`config.mk`:
```
export PLATFORM = sky130hd
export DESIGN_NAME = spio_uart_evt_rx
export DESIGN_NICKNAME = d
export VERILOG_FILES = /design/src/rtl/spio_uart_pkg.sv /design/src/rtl/spio_uart_byte_rx.sv /design/src/rtl/spio_uart_fifo.sv /design/src/rtl/spio_uart_evt_rx.sv
export SDC_FILE = /design/constraint.sdc
export NUM_CORES = 1
export LEC_CHECK = 0
export BUFFER_PORTS_ARGS = -buffer_cell sky130_fd_sc_hd__buf_2
export CAP_MARGIN = 20
export CELL_PAD_IN_SITES_DETAIL_PLACEMENT = 0
export CELL_PAD_IN_SITES_GLOBAL_PLACEMENT = 1
export CORE_MARGIN = 5
export CORE_UTILIZATION = 45
export CTS_BUF_LIST = sky130_fd_sc_hd__clkbuf_16
export CTS_CLUSTER_DIAMETER = 150
export DETAILED_ROUTE_END_ITERATION = 12
export PLACE_DENSITY_LB_ADDON = 0.1
export SKIP_CTS_REPAIR_TIMING = 1
export SLEW_MARGIN = 40
export SYNTH_ARGS = -nofsm -noshare
export SYNTH_HDL_FRONTEND = slang
export SYNTH_SLANG_ARGS = --single-unit
```
`constraint.sdc`:
```
create_clock -name CLK_IN -period 6.7 [get_ports CLK_IN]
set_clock_uncertainty 0.05 [all_clocks]
set_input_delay 1.675 -clock CLK_IN [delete_from_list [all_inputs] [get_ports CLK_IN]]
set_output_delay 1.675 -clock CLK_IN [all_outputs]
set_load 0.005 [all_outputs]
```
`src/rtl/spio_uart_pkg.sv`:
```
// spio_uart_pkg: shared types and helpers for the eDVS UART event receiver.
// Bit/event FSM encodings, SpiNNaker header layout and packet builder.
package spio_uart_pkg;

   localparam logic START_BIT = 1'b0;
   localparam logic STOP_BIT  = 1'b1;

   localparam int HDR_PLD = 1;
   localparam int HDR_PAR = 0;

   typedef enum logic [3:0] {
      BS_IDLE,
      BS_START,
      BS_BIT0,
      BS_BIT1,
      BS_BIT2,
      BS_BIT3,
      BS_BIT4,
      BS_BIT5,
      BS_BIT6,
      BS_BIT7,
      BS_STOP
   } bit_state_t;

   typedef enum logic [1:0] {
      EV_SYNC,
      EV_XY,
      EV_TS
   } ev_state_t;

   typedef struct packed {
      logic [31:0] payload;
      logic [31:0] key;
      logic [7:0]  hdr;
   } spin_pkt_t;

   // Parity bit makes the whole 72-bit word carry an odd number of ones.
   function automatic spin_pkt_t build_pkt(
      input logic [31:0] payload,
      input logic [31:0] key,
      input logic        has_pld
   );
      spin_pkt_t p;
      p.payload        = payload;
      p.key            = key;
      p.hdr            = '0;
      p.hdr[HDR_PLD]   = has_pld;
      p.hdr[HDR_PAR]   = ~^{payload, key, p.hdr[7:1]};
      return p;
   endfunction

endpackage

```
`src/rtl/spio_uart_byte_rx.sv`:
```
// spio_uart_byte_rx: oversampled 8N1 receiver, samples each bit mid-way.
// Emits one-cycle byte valid or frame error after the stop-bit sample.
module spio_uart_byte_rx
   import spio_uart_pkg::*;
#(
   parameter int OVERSAMPLE_LOG2 = 3
) (
   input  logic       clk,
   input  logic       reset,
   input  logic       rx,
   input  logic       pulse,
   output logic [7:0] data,
   output logic       vld,
   output logic       frame_err,
   output logic       busy
);

   localparam int OS = OVERSAMPLE_LOG2;
   localparam logic [OS-1:0] HALF_M1 = OS'((1 << (OS - 1)) - 1);
   localparam logic [OS-1:0] FULL_M1 = OS'((1 << OS) - 1);

   bit_state_t    state;
   bit_state_t    nxt;
   logic [OS-1:0] phase;
   logic          sample;
   logic          in_data;
   logic          shift_en;
   logic          done_ok;
   logic          done_bad;

   // First sample lands half a bit after start detection, then every bit.
   assign sample  = pulse &&
                    (phase == ((state == BS_START) ? HALF_M1 : FULL_M1));
   assign busy    = (state != BS_IDLE);
   assign in_data = (state >= BS_BIT0) && (state <= BS_BIT7);

   always_ff @(posedge clk or posedge reset)
      if (reset) state <= BS_IDLE;
      else       state <= nxt;

   always_comb begin
      nxt = state;
      unique case (state)
         BS_IDLE:
            if (pulse && rx == START_BIT) nxt = BS_START;
         BS_START:
            if (pulse && rx != START_BIT) nxt = BS_IDLE;
            else if (sample)             nxt = BS_BIT0;
         BS_BIT0, BS_BIT1, BS_BIT2, BS_BIT3,
         BS_BIT4, BS_BIT5, BS_BIT6, BS_BIT7:
            if (sample) nxt = bit_state_t'(state + 4'd1);
         BS_STOP:
            if (sample) nxt = BS_IDLE;
         default:
            nxt = BS_IDLE;
      endcase
   end

   always_comb begin
      shift_en = sample && in_data;
      done_ok  = sample && (state == BS_STOP) && (rx == STOP_BIT);
      done_bad = sample && (state == BS_STOP) && (rx != STOP_BIT);
   end

   always_ff @(posedge clk or posedge reset)
      if (reset) begin
         phase     <= '0;
         data      <= '0;
         vld       <= 1'b0;
         frame_err <= 1'b0;
      end else begin
         vld       <= done_ok;
         frame_err <= done_bad;
         if (state == BS_IDLE)
            phase <= '0;
         else if (pulse)
            phase <= sample ? '0 : phase + 1'b1;
         if (shift_en)
            data <= {rx, data[7:1]};
      end

endmodule

```
`src/rtl/spio_uart_fifo.sv`:
```
// spio_uart_fifo: ready/valid word FIFO, one slot kept empty.
// Output word reads as zero whenever the FIFO is empty.
module spio_uart_fifo #(
   parameter int WORD_SIZE = 72,
   parameter int ADDR_BITS = 4
) (
   input  logic                 clk,
   input  logic                 reset,
   input  logic [WORD_SIZE-1:0] wr_data,
   input  logic                 wr_en,
   output logic                 wr_rdy,
   output logic [WORD_SIZE-1:0] rd_data,
   output logic                 rd_vld,
   input  logic                 rd_rdy,
   output logic [ADDR_BITS-1:0] occupancy
);

   logic [WORD_SIZE-1:0] mem [0:(1<<ADDR_BITS)-1];
   logic [ADDR_BITS-1:0] wptr;
   logic [ADDR_BITS-1:0] rptr;
   logic                 wr;
   logic                 rd;

   assign occupancy = wptr - rptr;
   assign wr_rdy    = (occupancy != '1);
   assign rd_vld    = (occupancy != '0);
   assign rd_data   = rd_vld ? mem[rptr] : '0;
   assign wr        = wr_en && wr_rdy;
   assign rd        = rd_vld && rd_rdy;

   always_ff @(posedge clk or posedge reset)
      if (reset) begin
         wptr <= '0;
         rptr <= '0;
      end else begin
         if (wr) wptr <= wptr + 1'b1;
         if (rd) rptr <= rptr + 1'b1;
      end

   always_ff @(posedge clk)
      if (wr) mem[wptr] <= wr_data;

endmodule

```
`src/rtl/spio_uart_evt_rx.sv`:
```
// spio_uart_evt_rx: eDVS UART event receiver and SpiNNaker packet assembler.
// Bytes -> sync/xy/timestamp events -> buffered 72-bit packets with CTS.
module spio_uart_evt_rx
   import spio_uart_pkg::*;
#(
   parameter int          OVERSAMPLE_LOG2 = 3,
   parameter int          FIFO_ADDR_BITS  = 4,
   parameter int          HIGH_WATER_MARK = 8,
   parameter int          TIMEOUT_BITS    = 32,
   parameter logic [31:0] KEY_BASE        = 32'h0
) (
   input  logic        CLK_IN,
   input  logic        RESET_IN,
   input  logic        RX_IN,
   input  logic        SUBSAMPLE_PULSE_IN,
   input  logic [1:0]  MODE_IN,
   output logic        CTS_OUT,
   output logic [71:0] PKT_DATA_OUT,
   output logic        PKT_VLD_OUT,
   input  logic        PKT_RDY_IN,
   output logic        FRAME_ERR_OUT,
   output logic        SYNC_ERR_OUT,
   output logic        PKT_DROPPED_OUT,
   output logic [15:0] DROP_COUNT_OUT
);

   localparam int LIMIT = TIMEOUT_BITS << OVERSAMPLE_LOG2;
   localparam int TW    = $clog2(LIMIT);
   localparam logic [TW-1:0] LIMIT_M1 = TW'(LIMIT - 1);
   localparam logic [FIFO_ADDR_BITS:0] HWM =
      (FIFO_ADDR_BITS + 1)'(HIGH_WATER_MARK);

   logic [7:0]  rx_byte;
   logic        byte_vld;
   logic        frame_err;
   logic        rx_busy;

   ev_state_t   ev;
   ev_state_t   ev_nxt;
   logic [1:0]  ts_n;
   logic [1:0]  ts_left;
   logic [6:0]  x;
   logic [6:0]  y;
   logic        p;
   logic [31:0] ts;
   logic [TW-1:0] tmo_cnt;
   logic        in_evt;
   logic        tmo;

   logic        ld_y;
   logic        ld_xy;
   logic        ld_ts;
   logic        emit;
   logic        serr;

   logic [6:0]  x_f;
   logic        p_f;
   logic [31:0] ts_f;
   spin_pkt_t   pkt_f;

   logic [71:0] wr_data;
   logic        wr_en;
   logic        wr_rdy;
   logic [FIFO_ADDR_BITS-1:0] occ;

   spio_uart_byte_rx #(
      .OVERSAMPLE_LOG2 (OVERSAMPLE_LOG2)
   ) u_byte_rx (
      .clk       (CLK_IN),
      .reset     (RESET_IN),
      .rx        (RX_IN),
      .pulse     (SUBSAMPLE_PULSE_IN),
      .data      (rx_byte),
      .vld       (byte_vld),
      .frame_err (frame_err),
      .busy      (rx_busy)
   );

   // Timeout only advances on idle-line pulses between bytes.
   assign in_evt = (ev != EV_SYNC);
   assign tmo    = in_evt && SUBSAMPLE_PULSE_IN && !rx_busy &&
                   !byte_vld && (tmo_cnt == LIMIT_M1);

   always_ff @(posedge CLK_IN or posedge RESET_IN)
      if (RESET_IN) ev <= EV_SYNC;
      else          ev <= ev_nxt;

   always_comb begin
      ev_nxt = ev;
      if (frame_err || tmo)
         ev_nxt = EV_SYNC;
      else if (byte_vld)
         unique case (ev)
            EV_SYNC: if (rx_byte[7]) ev_nxt = EV_XY;
            EV_XY:   ev_nxt = (ts_n == 2'd0) ? EV_SYNC : EV_TS;
            EV_TS:   if (ts_left == 2'd1) ev_nxt = EV_SYNC;
            default: ev_nxt = EV_SYNC;
         endcase
   end

   always_comb begin
      ld_y  = byte_vld && (ev == EV_SYNC) && rx_byte[7];
      ld_xy = byte_vld && (ev == EV_XY);
      ld_ts = byte_vld && (ev == EV_TS);
      emit  = (ld_xy && (ts_n == 2'd0)) ||
              (ld_ts && (ts_left == 2'd1));
      serr  = tmo || (byte_vld && (ev == EV_SYNC) && !rx_byte[7]);
   end

   // Packet as it would look if the current byte completes the event.
   always_comb begin
      x_f  = x;
      p_f  = p;
      ts_f = ts;
      if (ev == EV_XY) begin
         x_f  = rx_byte[6:0];
         p_f  = rx_byte[7];
         ts_f = '0;
      end else if (ev == EV_TS) begin
         ts_f = {ts[23:0], rx_byte};
      end
      pkt_f = build_pkt(ts_f,
                        {KEY_BASE[31:15], x_f, y, p_f},
                        (ts_n != 2'd0));
   end

   always_ff @(posedge CLK_IN or posedge RESET_IN)
      if (RESET_IN) begin
         ts_n    <= '0;
         ts_left <= '0;
         x       <= '0;
         y       <= '0;
         p       <= 1'b0;
         ts      <= '0;
         tmo_cnt <= '0;
         wr_en   <= 1'b0;
         wr_data <= '0;
         SYNC_ERR_OUT <= 1'b0;
      end else begin
         wr_en        <= emit;
         SYNC_ERR_OUT <= serr;
         if (emit) wr_data <= pkt_f;
         if (ld_y) begin
            y    <= rx_byte[6:0];
            ts_n <= MODE_IN;
            ts   <= '0;
         end
         if (ld_xy) begin
            x       <= rx_byte[6:0];
            p       <= rx_byte[7];
            ts_left <= ts_n;
         end
         if (ld_ts) begin
            ts      <= {ts[23:0], rx_byte};
            ts_left <= ts_left - 2'd1;
         end
         if (byte_vld || !in_evt || tmo)
            tmo_cnt <= '0;
         else if (SUBSAMPLE_PULSE_IN && !rx_busy)
            tmo_cnt <= tmo_cnt + 1'b1;
      end

   spio_uart_fifo #(
      .WORD_SIZE (72),
      .ADDR_BITS (FIFO_ADDR_BITS)
   ) u_fifo (
      .clk       (CLK_IN),
      .reset     (RESET_IN),
      .wr_data   (wr_data),
      .wr_en     (wr_en),
      .wr_rdy    (wr_rdy),
      .rd_data   (PKT_DATA_OUT),
      .rd_vld    (PKT_VLD_OUT),
      .rd_rdy    (PKT_RDY_IN),
      .occupancy (occ)
   );

   always_ff @(posedge CLK_IN or posedge RESET_IN)
      if (RESET_IN) begin
         PKT_DROPPED_OUT <= 1'b0;
         DROP_COUNT_OUT  <= '0;
      end else begin
         PKT_DROPPED_OUT <= wr_en && !wr_rdy;
         if (wr_en && !wr_rdy && DROP_COUNT_OUT != 16'hFFFF)
            DROP_COUNT_OUT <= DROP_COUNT_OUT + 16'd1;
      end

   assign FRAME_ERR_OUT = frame_err;
   assign CTS_OUT       = !RESET_IN && ({1'b0, occ} < HWM);

endmodule

```
==> results of run 1 <==
-- sequential cells by signal, indices dropped and copies added, names as in the netlist, 2 cells and up --
register / flops
x: 7
y: 7
ts: 32
ev: 2
DROP_COUNT_OUT: 16
u_fifo.wptr: 4
ts_n: 2
u_byte_rx.data: 8
wr_data: 49
u_byte_rx.phase: 3
u_byte_rx.state: 4
ts_left: 2
tmo_cnt: 8
u_fifo.rptr: 4
u_fifo.mem: 784
-- logic make-up (layout without fill, tap and decap cells) --
kind of cell	after synthesis	after routing
xor gates and xnor gates	97	97
and+or+nand+nor	252	252
other	1	23
muxes	372	372
AOI/OAI and AO/OA	388	388
buffers and inverters	181	332
adders and majority gates	17	17
DFF	938	938
-- power groups by stage --
stage	Clock [µW]	Combinational (µW)	Sequential (µW)
CTS	5350	2650	6420
finish	5240	2630	6420
global route	5610	2830	6430
detailed placement	0	2650	6540
global placement	0	2630	6540
floorplan	0	1840	6450
-- layer usage --
layer	vias to the layer above	wire, µm	GRT usage, %	share of wire, %
met2	440	45230	33.45	48
met3	91	4069	2.624	4.3
met5	-	0	0	0
met1	10870	43470	30.81	46
met4	0	1583	4.889	1.7
li1	8997	-	-	-
-- cell usage in the layout (no fill, tap or decap), drive strengths merged, types with 61 or more instances in the layout --
cell type	instances
edfxtp	784
mux2i	191
dfrtp	154
a21oi	147
buf	135
nor2	102
clkbuf	100
mux4	98
mux2	83
xnor2	72
o21ai	62
nor3	61
-- stage by stage --
| stage | hold slack, ns | area [µm²] | total power [µW] | util [%] | instances |
|---|---|---|---|---|---|
| global route | 0.4669 | 43150 | 14870 | 51.56 | 3553 |
| finish | 0.4380 | 43150 | 14290 | 51.56 | 3553 |
| detailed placement | 0.4276 | 40010 | 9187 | 47.80 | 3370 |
| global placement | 0.4217 | 39710 | 9170 | 47.45 | 3358 |
| CTS | 0.4399 | 43120 | 14430 | 51.53 | 3552 |
| floorplan | 0.3946 | 38050 | 8290 | - | 2268 |
-- area by class of cell --
| class | instances | area (µm²) |
|---|---|---|
| fill | 6801 | 40540 |
| sequential | 938 | 27410 |
| multi-input combinational | 1149 | 9980 |
| clock buffer | 100 | 2502 |
| tap | 1134 | 1419 |
| timing repair buffer | 135 | 1165 |
| clock inverter | 82 | 615.6 |
| inverter | 15 | 60.06 |
-- critical path: stages (launching register included) --
cell and delay [ns]:
dfrtp_4 0.48, inv_1 0.22, ha_1 0.29, a21o_1 0.16, a21oi_1 0.17, xnor2_1 0.24
and4b_4 0.75, buf_4 0.43, nor3_1 0.13, buf_2 0.15
-- worst paths after layout --
check / startpoint / end / slack (ns) / cells past startpoint
worst max-delay path: u_fifo.rptr[1] / PKT_DATA_OUT[13] / 1.28 / 9
worst min-delay path: DROP_COUNT_OUT[12] / DROP_COUNT_OUT[12] / 0.44 / 1
worst max register to register: u_fifo.rptr[0] / u_fifo.mem[3][38] / 2.68 / 10
worst min register to register: DROP_COUNT_OUT[12] / DROP_COUNT_OUT[12] / 0.44 / 1
max in group asynchronous: RESET_IN / wr_data[11] / 4.67 / 4
min in group asynchronous: RESET_IN / u_fifo.rptr[1] / 1.07 / 3
==> metrics.md, run 1 <==
| Metric | Value |
|---|---|
| Status | complete, no violations |
| RSZ-0062 raised after global routing | no |
| Cell Pwr Density | 331.2 mW/mm² |
| Crit end category | output port |
| CTS tree | done |
| Routed vias/inst | 5.742 |
| Final hold vios | 0 |
| Clock share of power | 36.7% |
| Count leader, synth | edfxtp_1 |
| Place WS | 1.928 ns |
| Syn avg cell area | 16.90 µm² |
| Static leakage | 0.01692 µW |
| Seq cells post-synth | 938 |
| Maxcap violations | 0 |
| Vias in the first global route | 21,010 |
| Core ar. | 0.08369 mm² |
| Largest net degree at the start of global routing | 105 |
| Compound-gate portion of the synthesized area | 6.357% |
| Router iterations before antenna repair | 7 |
| Sequential fraction of the synthesis area | 72.16% |
| XOR/XNOR Fraction of Synth Area | 2.310% |
| 1st-iter DRT viols | around 1,700 |
| YS warnings | 0 |
| Area contributors post-synth | edfxtp_1 (62%), dfrtp_1 (10%), mux4_2 (5.8%) |
| Portion of netlist area occupied by mux cells | 13.31% |
| First-pass GRT wire length | about 140,000 µm |
| Max-Slew Margin vs Limit | 45.57% |
| Largest family of logic cells by synthesized area | multiplexers |
| Via count | just over 20,000 |
| Internal | between 10,000 and 15,000 µW |
| Die Height | ~300 µm |
| Routed Antenna Nets | 0 |
| Crit path launch type | flip-flop |
| Initial antenna violation count | 0 |
| Area growth syn-to-layout | 13.66% |
| Synth top area share | 62.01% |
| CTS Root Buffer Type | clkbuf_16 |
| RD Place Congestion | approximately 0.8 |
| Final WS setup | 1.277 ns |
| Port Buffer Count | 76 |
| Critical Path AT | 3.70 ns |
| Async SR Flop Fraction | roughly 16% |
| HP Class | reg2reg |
| DRC | 0 |
| Synth Instances | 2,246 |
| Sink Count | between 900 and 1,000 |
| Num CTS Buffers | 98 |
| Rows | 106 |
| I/O pins | 100 |
| Htree depth | 3 |
| Max-slew violations | 0 |
| Clock Latency Late Sink | 0.65 ns |
| Syn Std Cell Area | 0.03797 mm² |
| Required time of the critical path | 4.97 ns |
| Final wirelength | approximately 94,000 µm |
| Avg WL per Cell | between 20 and 30 µm |
| Clock tree buffer depth | 3 |
| Worst-path fanout max | 23 |
| Psw | 4023 µW |
| Maximum VDD drop | 0.2911 mV |
| Seq pwr share | around 45% |
| Die width | 300.5 µm |
| Clk pin slew, worst setup/hold paths | 0.06 ns |
| Post-Route Setup TNS | 0 ns |
| Ys flop type | edfxtp_1 |
| Adder-cell share of the synthesized area | 0.5800% |
| Switching Share | 28.15% |
| Nets | around 2,400 |
| Starting Density | between 40 and 50% |
| Slew @ Worst Pin | 0.8145 ns |
| Tcrit/Tclk final | 80.94% |
| Synth cell types | 56 |
| Cell accounting for the most synthesized area | edfxtp_1 |
| Crit Path Category | reg2out |
| Post-synth top cells | edfxtp_1 (784), mux2i_1 (191), dfrtp_1 (154), a21oi_1 (147), nor2_1 (102) |
| Gr usage total | 20.84% |
| Final worst path period need | roughly 5.4 ns |
| Total congestion overflow | 0 |
| Die area | 0.09028 mm² |
| Antenna Cells | 0 |
| Comb pwr share | 18.4% |
| Post-Synth Simple-Gate Area | 3.081% |
| DPL Wire Length | 51,640 µm |
| Layout cell share with drive strength beyond 1 | 20.09% |
| Fmax | 0.1844 GHz |
| EDFF count, synth | 784 |
| Setup violations, final | 0 |
(Power assumes the default switching activity.)
==> run 2: changes to the inputs <==
ABC_AREA = 1   (was default)
clock period = 4.69 ns   (was 6.7 ns; I/O delays follow)
==> run 2 against run 1 <==
Effect of this change: first-iteration DRC count increased by 50%; combinational power rose to 2.8 times the previous value; largest power group unchanged; sequential power increased by 42%; synthesized cell count rose by 49%; global-route usage rose by 1.9 points; sequential share of layout area decreased by 1.3 points; non-clock buffer count rose by 16; core utilization hardly changed; critical path depth decreased by 1; clock power rose by 49%; final cell count up 30%; final area increased by 2.0%.
==> metrics.md, run 2 <==
| Metric | Value |
|---|---|
| Count leader, synth | edfxtp_1 |
| Post-synth top cells | edfxtp_1 (784), nand2_1 (668), nor2_1 (474), o21ai_0 (277), dfrtp_1 (154) |
| Cell Pwr Density | 551.8 mW/mm² |
| Router iterations before antenna repair | 7 |
| Slew @ Worst Pin | 0.8947 ns |
| Commonest non-fill, non-tap cell in the layout | edfxtp_1 |
| Max reg flops | 784 |
| Nets | 3,422 |
| Async SR Flop Fraction | between 10% and 20% |
| Starting Density | a little under half |
| Gr usage total | 22.71% |
| Layout cell share with drive strength beyond 1 | 10.65% |
| Fmax | 0.2192 GHz |
| 1st-iter DRT viols | 2,475 |
| Avg WL per Cell | 23.14 µm |
| Crit end category | output port |
| Crit Path Category | reg2out |
| Setup violations, final | 0 |
| RD Place Congestion | between 0.8 and 0.9 |
| Final wirelength | approximately 110,000 µm |
| Cell accounting for the most synthesized area | edfxtp_1 |
| Area growth syn-to-layout | 13.28% |
| Seq pwr share | 37.6% |
| Ys flop type | edfxtp_1 |
| Die area | 0.09233 mm² |
| Largest net degree at the start of global routing | 193 |
| Maximum VDD drop | 0.4882 mV |
| Clk pin slew, worst setup/hold paths | roughly 0.06 ns |
| Routed vias/inst | 5.564 |
| Clock tree buffer depth | 3 |
| Seq cells post-synth | 938 |
| Die width | 303.9 µm |
| Comb pwr share | 30.2% |
| Post-Route Utilization | 51.54% |
| Final hold vios | 0 |
| DPL Wire Length | 59,440 µm |
| HP Class | reg2reg |
| Total congestion overflow | 0 |
| Required time of the critical path | 3.47 ns |
| YS warnings | 0 |
| Top Registers | u_fifo.mem (784), wr_data (49), ts (32) |
| Port Buffer Count | 76 |
| Core ar. | 0.08541 mm² |
| Synth Instances | 3,338 |
| Syn avg cell area | 11.64 µm² |
| Vias in the first global route | 25,480 |
| EDFF count, synth | 784 |
| Syn Std Cell Area | 0.03886 mm² |
| Max-Slew Margin vs Limit | roughly two fifths |
| DR WL met3 | 5917 µm |
| DRC | 0 |
| Die Height | 303.9 µm |
| Met2 WL | 51,130 µm |
| CTS tree | done |
| Power, Total | about 24,000 µW |
| Static leakage | 0.01748 µW |
| Tcrit/Tclk final | between 90 and 100% |
| Sink Count | 938 |
| Clock share of power | 32.2% |
| I/O pins | 100 |
| Via count | 25,760 |
| Htree depth | 3 |
| CTS Root Buffer Type | clkbuf_16 |
| Post-Route Setup TNS | 0 ns |
| Sequential fraction of the synthesis area | 70.50% |
| First-pass GRT wire length | 162,800 µm |
| Most frequent cells in the layout | edfxtp_1 (784), nand2_1 (666), nor2_1 (459), o21ai_0 (277), inv_1 (157) |
| Critical Path AT | 3.34 ns |
| Internal | 15,990 µW |
| Synth cell types | 50 |
| Max-slew violations | 0 |
| Crit path launch type | flip-flop |
| Clock Latency Late Sink | 0.64 ns |
| Maxcap violations | 0 |
| Top reg by flops | u_fifo.mem |
| RSZ-0062 raised after global routing | no |
| Initial antenna violation count | 1 |
| Num CTS Buffers | 100 |
| Uppermost layer routed | met4 |
| Routed Antenna Nets | 0 |
| Area contributors post-synth | edfxtp_1 (61%), dfrtp_1 (9.9%), nand2_1 (6.5%) |
| Switching Share | 34.18% |
| Final worst path period need | between 4 and 5 ns |
| Rows | 107 |
| Psw | 8303 µW |
| Synth top area share | around 61% |
| Worst-path fanout max | 121 |
| Status | complete, no violations |
| Routed length on met1 | 47,990 µm |
run 2: cell types whose count changed after synthesis, moves of 82 or more:
cell     previous run  this run
mux2_2             83         0
inv_1              14       131
o21ai_0            60       277
nor2_1            102       474
nand2_1            37       668
mux4_2             98         0
mux2i_1           191         0
nand3_1            13        95
run 2: layout make-up:
type | count | area (µm²)
tap | 1144 | 1431
antenna | 2 | 5.005
clock inverter | 84 | 683.2
clock buffer | 104 | 2603
inverter | 141 | 555.5
sequential | 938 | 27410
fill | 7489 | 41390
multi-input combinational | 2066 | 10150
timing repair buffer | 151 | 1190
run 2: metal layers:
metal,track usage [%],vias to the layer above
met5,0,-
met4,5.487,0
met2,37.16,721
li1,-,11900
met1,32.67,13010
met3,3.041,136
run 2: logic make-up after synthesis:
logic type	after synthesis	synth area share, %
simple gates	1344	14.10
xor+xnor	43	0.9691
compound gates	639	9.933
buf+inv	356	3.925
flops	938	70.50
other cells	1	0.009650
fa+ha+maj	17	0.5667
run 2: worst max-delay path: stages, from the launching register on:
cell and delay (ns):
dfrtp_4 0.54, inv_8 0.55, buf_12 0.32, nand2_1 0.08, a32o_1 0.22, o21ai_0 0.44, nand2_1 0.09, nor2_1 0.17
buf_2 0.14
run 2: power by group through the flow:
stage | Sequential, µW | Combinational [µW] | Clock, µW
after floorplan | 9210 | 4600 | 0
after global placement | 9310 | 7180 | 0
after detailed placement | 9310 | 7260 | 0
after CTS | 9140 | 7290 | 7980
after global routing | 9130 | 8120 | 8340
final | 9130 | 7340 | 7820
run 2: worst paths after layout:
| kind | start | cells past startpoint | slack [ns] | to |
|---|---|---|---|---|
| setup reg to reg | u_fifo.rptr[2] | 12 | 1.10 | u_fifo.mem[12][19] |
| hold reg to reg | ts_left[0] | 1 | 0.43 | ts_left[0] |
| hold / removal | ts_left[0] | 1 | 0.43 | ts_left[0] |
| max in group asynchronous | RESET_IN | 3 | 3.24 | wr_data[15] |
| min in group asynchronous | RESET_IN | 2 | 0.47 | wr_data[43] |
| setup / recovery | u_fifo.rptr[0] | 8 | 0.13 | PKT_DATA_OUT[61] |
run 2: stage by stage:
| stage | setup WS, ns | instance area [µm²] | hold WS, ns | cells |
|---|---|---|---|---|
| global placement | 0.7249 | 40590 | 0.4105 | 4434 |
| CTS | -0.06052 | 43920 | 0.4335 | 4623 |
| finish | 0.1278 | 44020 | 0.4296 | 4630 |
| global route | 0.01460 | 44020 | 0.4562 | 4628 |
| floorplan | -1.442 | 38980 | 0.3967 | 3360 |
| detailed placement | 0.6410 | 40630 | 0.4232 | 4435 |
==> run 3: changes to the inputs <==
CAP_MARGIN = default   (was 20)
CORE_MARGIN = 8   (was 5)
SYNTH_HIERARCHICAL = 1   (was default)
==> run 3 against run 2 <==
Effect of this change: count of clock-buffer cells in the layout is 40 higher; global-route usage is 1.1 points lower; routed wire length rose by 37%; area after synthesis grew 43%; worst hold slack improved by 0.0061 ns; sequential power up 38%; critical path depth is 3 higher; worst setup slack gained 0.063 ns; via count up 42%; clock power up 38%; flip-flop and latch count rose by 368; core utilization rose by 0.75 points.
==> metrics.md, run 3 <==
| Metric | Value |
|---|---|
| Status | complete, no violations |
| First-pass GRT wire length | 224,000 µm |
| Cell accounting for the most synthesized area | edfxtp_1 |
| R2r setup slk | 0.74 ns |
| Commonest non-fill, non-tap cell in the layout | nand2_1 |
| Port Buffer Count | 99 |
| Critical Path AT | 3.28 ns |
| Max-Slew Margin vs Limit | 41.60% |
| Ys flop type | edfxtp_1 |
| Switching Share | 20.71% |
| YS warnings | 6 |
| Most frequent cells in the layout | nand2_1 (1,515), edfxtp_1 (1,152), nand3_1 (627), nor2_1 (458), inv_1 (436) |
| Final worst path period need | 4.499 ns |
| Top Registers | u_fifo/mem (1152), wr_data (49), ts (32) |
| RSZ-0062 raised after global routing | no |
| Crit Path Category | reg2out |
| Cell area after layout | 0.06381 mm² |
| Area contributors post-synth | edfxtp_1 (62%), nand2_1 (10%), dfrtp_1 (7.0%) |
| Met3 usage | 3.228% |
| Initial antenna violation count | 2 |
| Die Height | 366.9 µm |
| Max-slew violations | 0 |
| Gr busiest metal | met2 |
| Via count | approximately 36,000 |
| Met1 Usage GRT | a little under a third |
| Maxcap violations | 0 |
| Sink Count | 1,306 |
| Synth top area share | 62.43% |
| Layout cell share with drive strength beyond 1 | 9.073% |
| Htree depth | 4 |
| Count leader, synth | nand2_1 |
| Crit path max-delay family | simple AND/OR/NAND/NOR gates |
| Router iterations before antenna repair | 7 |
| 1st-iter DRT viols | 2,603 |
| Syn Std Cell Area | between 0.05 and 0.06 mm² |
| Total congestion overflow | 0 |
| Crit end category | output port |
| Synth Instances | 5,167 |
| Maximum VDD drop | between 0.3 and 0.4 mV |
| Setup violations, final | 0 |
| Internal | 18,970 µW |
| Routed vias/inst | ~5.0 |
| CTS Root Buffer Type | clkbuf_16 |
| Max reg flops | 1,152 |
| Sequential fraction of the synthesis area | 69.39% |
| EDFF count, synth | 1,152 |
| Routed Antenna Nets | 0 |
| Tcrit/Tclk final | 95.94% |
| Starting Density | 45.40% |
| Die area | between 0.1 and 0.15 mm² |
| Async SR Flop Fraction | 11.79% |
| Met2 Use GR | between 30% and 40% |
| Syn avg cell area | 10.72 µm² |
| Power, Total | 23,920 µW |
| Seq cells post-synth | 1,306 |
| Post-synth top cells | nand2_1 (1,515), edfxtp_1 (1,152), nand3_1 (628), nor2_1 (475), inv_1 (394) |
| Num CTS Buffers | 142 |
| Crit path launch type | flip-flop |
| Crit-path cells | ha_1, fa_1, inv_1, nand2_1, nand2_1, nor2_1, nand3_4, buf_4, nand2_1, nor2_1, buf_2 |
| Fmax | 0.2223 GHz |
| Fillers | 10,810 |
| HP Class | reg2reg |
| Placed Area | between 0.05 and 0.06 mm² |
| Avg WL per Cell | 19.98 µm |
| WP buf/inv | 3 |
| Comb pwr share | 2.3% |
| Area growth syn-to-layout | 15.16% |
| Highest-delay cell along the critical path | dfrtp_4 |
| Psw | just under 5000 µW |
| DRC | 0 |
| Post-Route Setup TNS | 0 ns |
| RD Place Congestion | between 0.8 and 0.9 |
| DPL Wire Length | 81,270 µm |
| Rows | 128 |
| Gr usage total | 21.58% |
| CTS tree | done |
| Seq pwr share | between 50 and 60% |
| Core ar. | 0.1220 mm² |
| Top reg by flops | u_fifo/mem |
| Required time of the critical path | 3.47 ns |
| Clk pin slew, worst setup/hold paths | 0.07 ns |
| Post-Route Utilization | 52.29% |
| Final WS setup | 0.1906 ns |
| Synth cell types | 45 |
| Crit-path max cell delay | 0.57 ns |
| Worst-path fanout max | 21 |
| Slew @ Worst Pin | 0.8761 ns |
| Vias in the first global route | 35,180 |
| Static leakage | between 0.02 and 0.03 µW |
| Clock tree buffer depth | 3 |
| Nets | 5,630 |
| Final wirelength | 146,800 µm |
| Clock share of power | 45.0% |
| Place WS | 0.7682 ns |
| Clock Latency Late Sink | roughly 0.76 ns |
| Die width | 366.9 µm |
| I/O pins | 100 |
| Cell Pwr Density | around 370 mW/mm² |
| Largest net degree at the start of global routing | 175 |
| Final hold vios | 0 |
| CP dominant cell by count | nand2_1 |
==> run 3: power groups by stage <==
| stage | combinational [µW] | sequential (µW) | clock [µW] |
|---|---|---|---|
| floorplan | 416 | 12800 | 0 |
| global placement | 527 | 12900 | 0 |
| detailed placement | 533 | 12900 | 0 |
| CTS | 534 | 12600 | 11000 |
| global route | 625 | 12600 | 11500 |
| finish | 542 | 12600 | 10800 |
==> run 3: cell families (layout without fill, tap and decap cells) <==
logic type | count (synthesis) | after routing | share of synthesized area (%)
AO/OA/AOI/OAI | 330 | 330 | 3.315
XOR/XNOR | 24 | 24 | 0.3793
adder cells (fa/ha/maj) | 18 | 18 | 0.4200
buffers and inverters | 679 | 865 | 5.225
flip-flops | 1306 | 1306 | 69.39
multiplexers | 2 | 2 | 0.03839
other | 1 | 370 | 0.006768
AND/OR/NAND/NOR | 2807 | 2807 | 21.23
==> run 3: stage by stage <==
stage | cells | hold WS (ns)
3_3_place_gp | 7073 | 0.4183
5_1_grt | 7345 | 0.4447
2_1_floorplan | 5534 | 0.4002
6_report | 7347 | 0.4357
4_1_cts | 7341 | 0.4392
3_5_place_dp | 7082 | 0.4249
==> run 3: area by class of cell <==
| cell class | instances | area (µm²) | area share (%) |
|---|---|---|---|
| sequential | 1306 | 38460 | 60.27 |
| multi-input combinational | 3549 | 15600 | 24.44 |
| clock buffer | 144 | 3603 | 5.647 |
| tap | 1625 | 2033 | 3.186 |
| timing repair buffer | 198 | 1663 | 2.606 |
| inverter | 408 | 1559 | 2.443 |
| clock inverter | 115 | 892.1 | 1.398 |
| antenna | 2 | 5.005 | 0.007843 |
==> run 3: final timing paths <==
path / end / cells past startpoint / start
max in group asynchronous: DROP_COUNT_OUT[13] / 3 / RESET_IN
setup reg to reg: u_fifo/mem[2][26] / 10 / u_fifo/rptr[0]
min in group asynchronous: u_byte_rx/state[1] / 2 / RESET_IN
hold / removal: x[3] / 2 / x[3]
hold reg to reg: x[3] / 2 / x[3]
setup / recovery: PKT_DATA_OUT[44] / 11 / u_fifo/rptr[0]
==> run 3: layer usage <==
metal | vias to the layer above | routed length, µm
li1 | 17860 | -
met1 | 17670 | 67370
met2 | 795 | 69610
met3 | 167 | 7152
met4 | 0 | 2643
met5 | - | 0
==> run 3: tightest hold or removal path: stages, from the launching register on <==
cell and delay [ns]:
dfrtp_1 0.34, nand2_1 0.05, o21ai_0 0.06
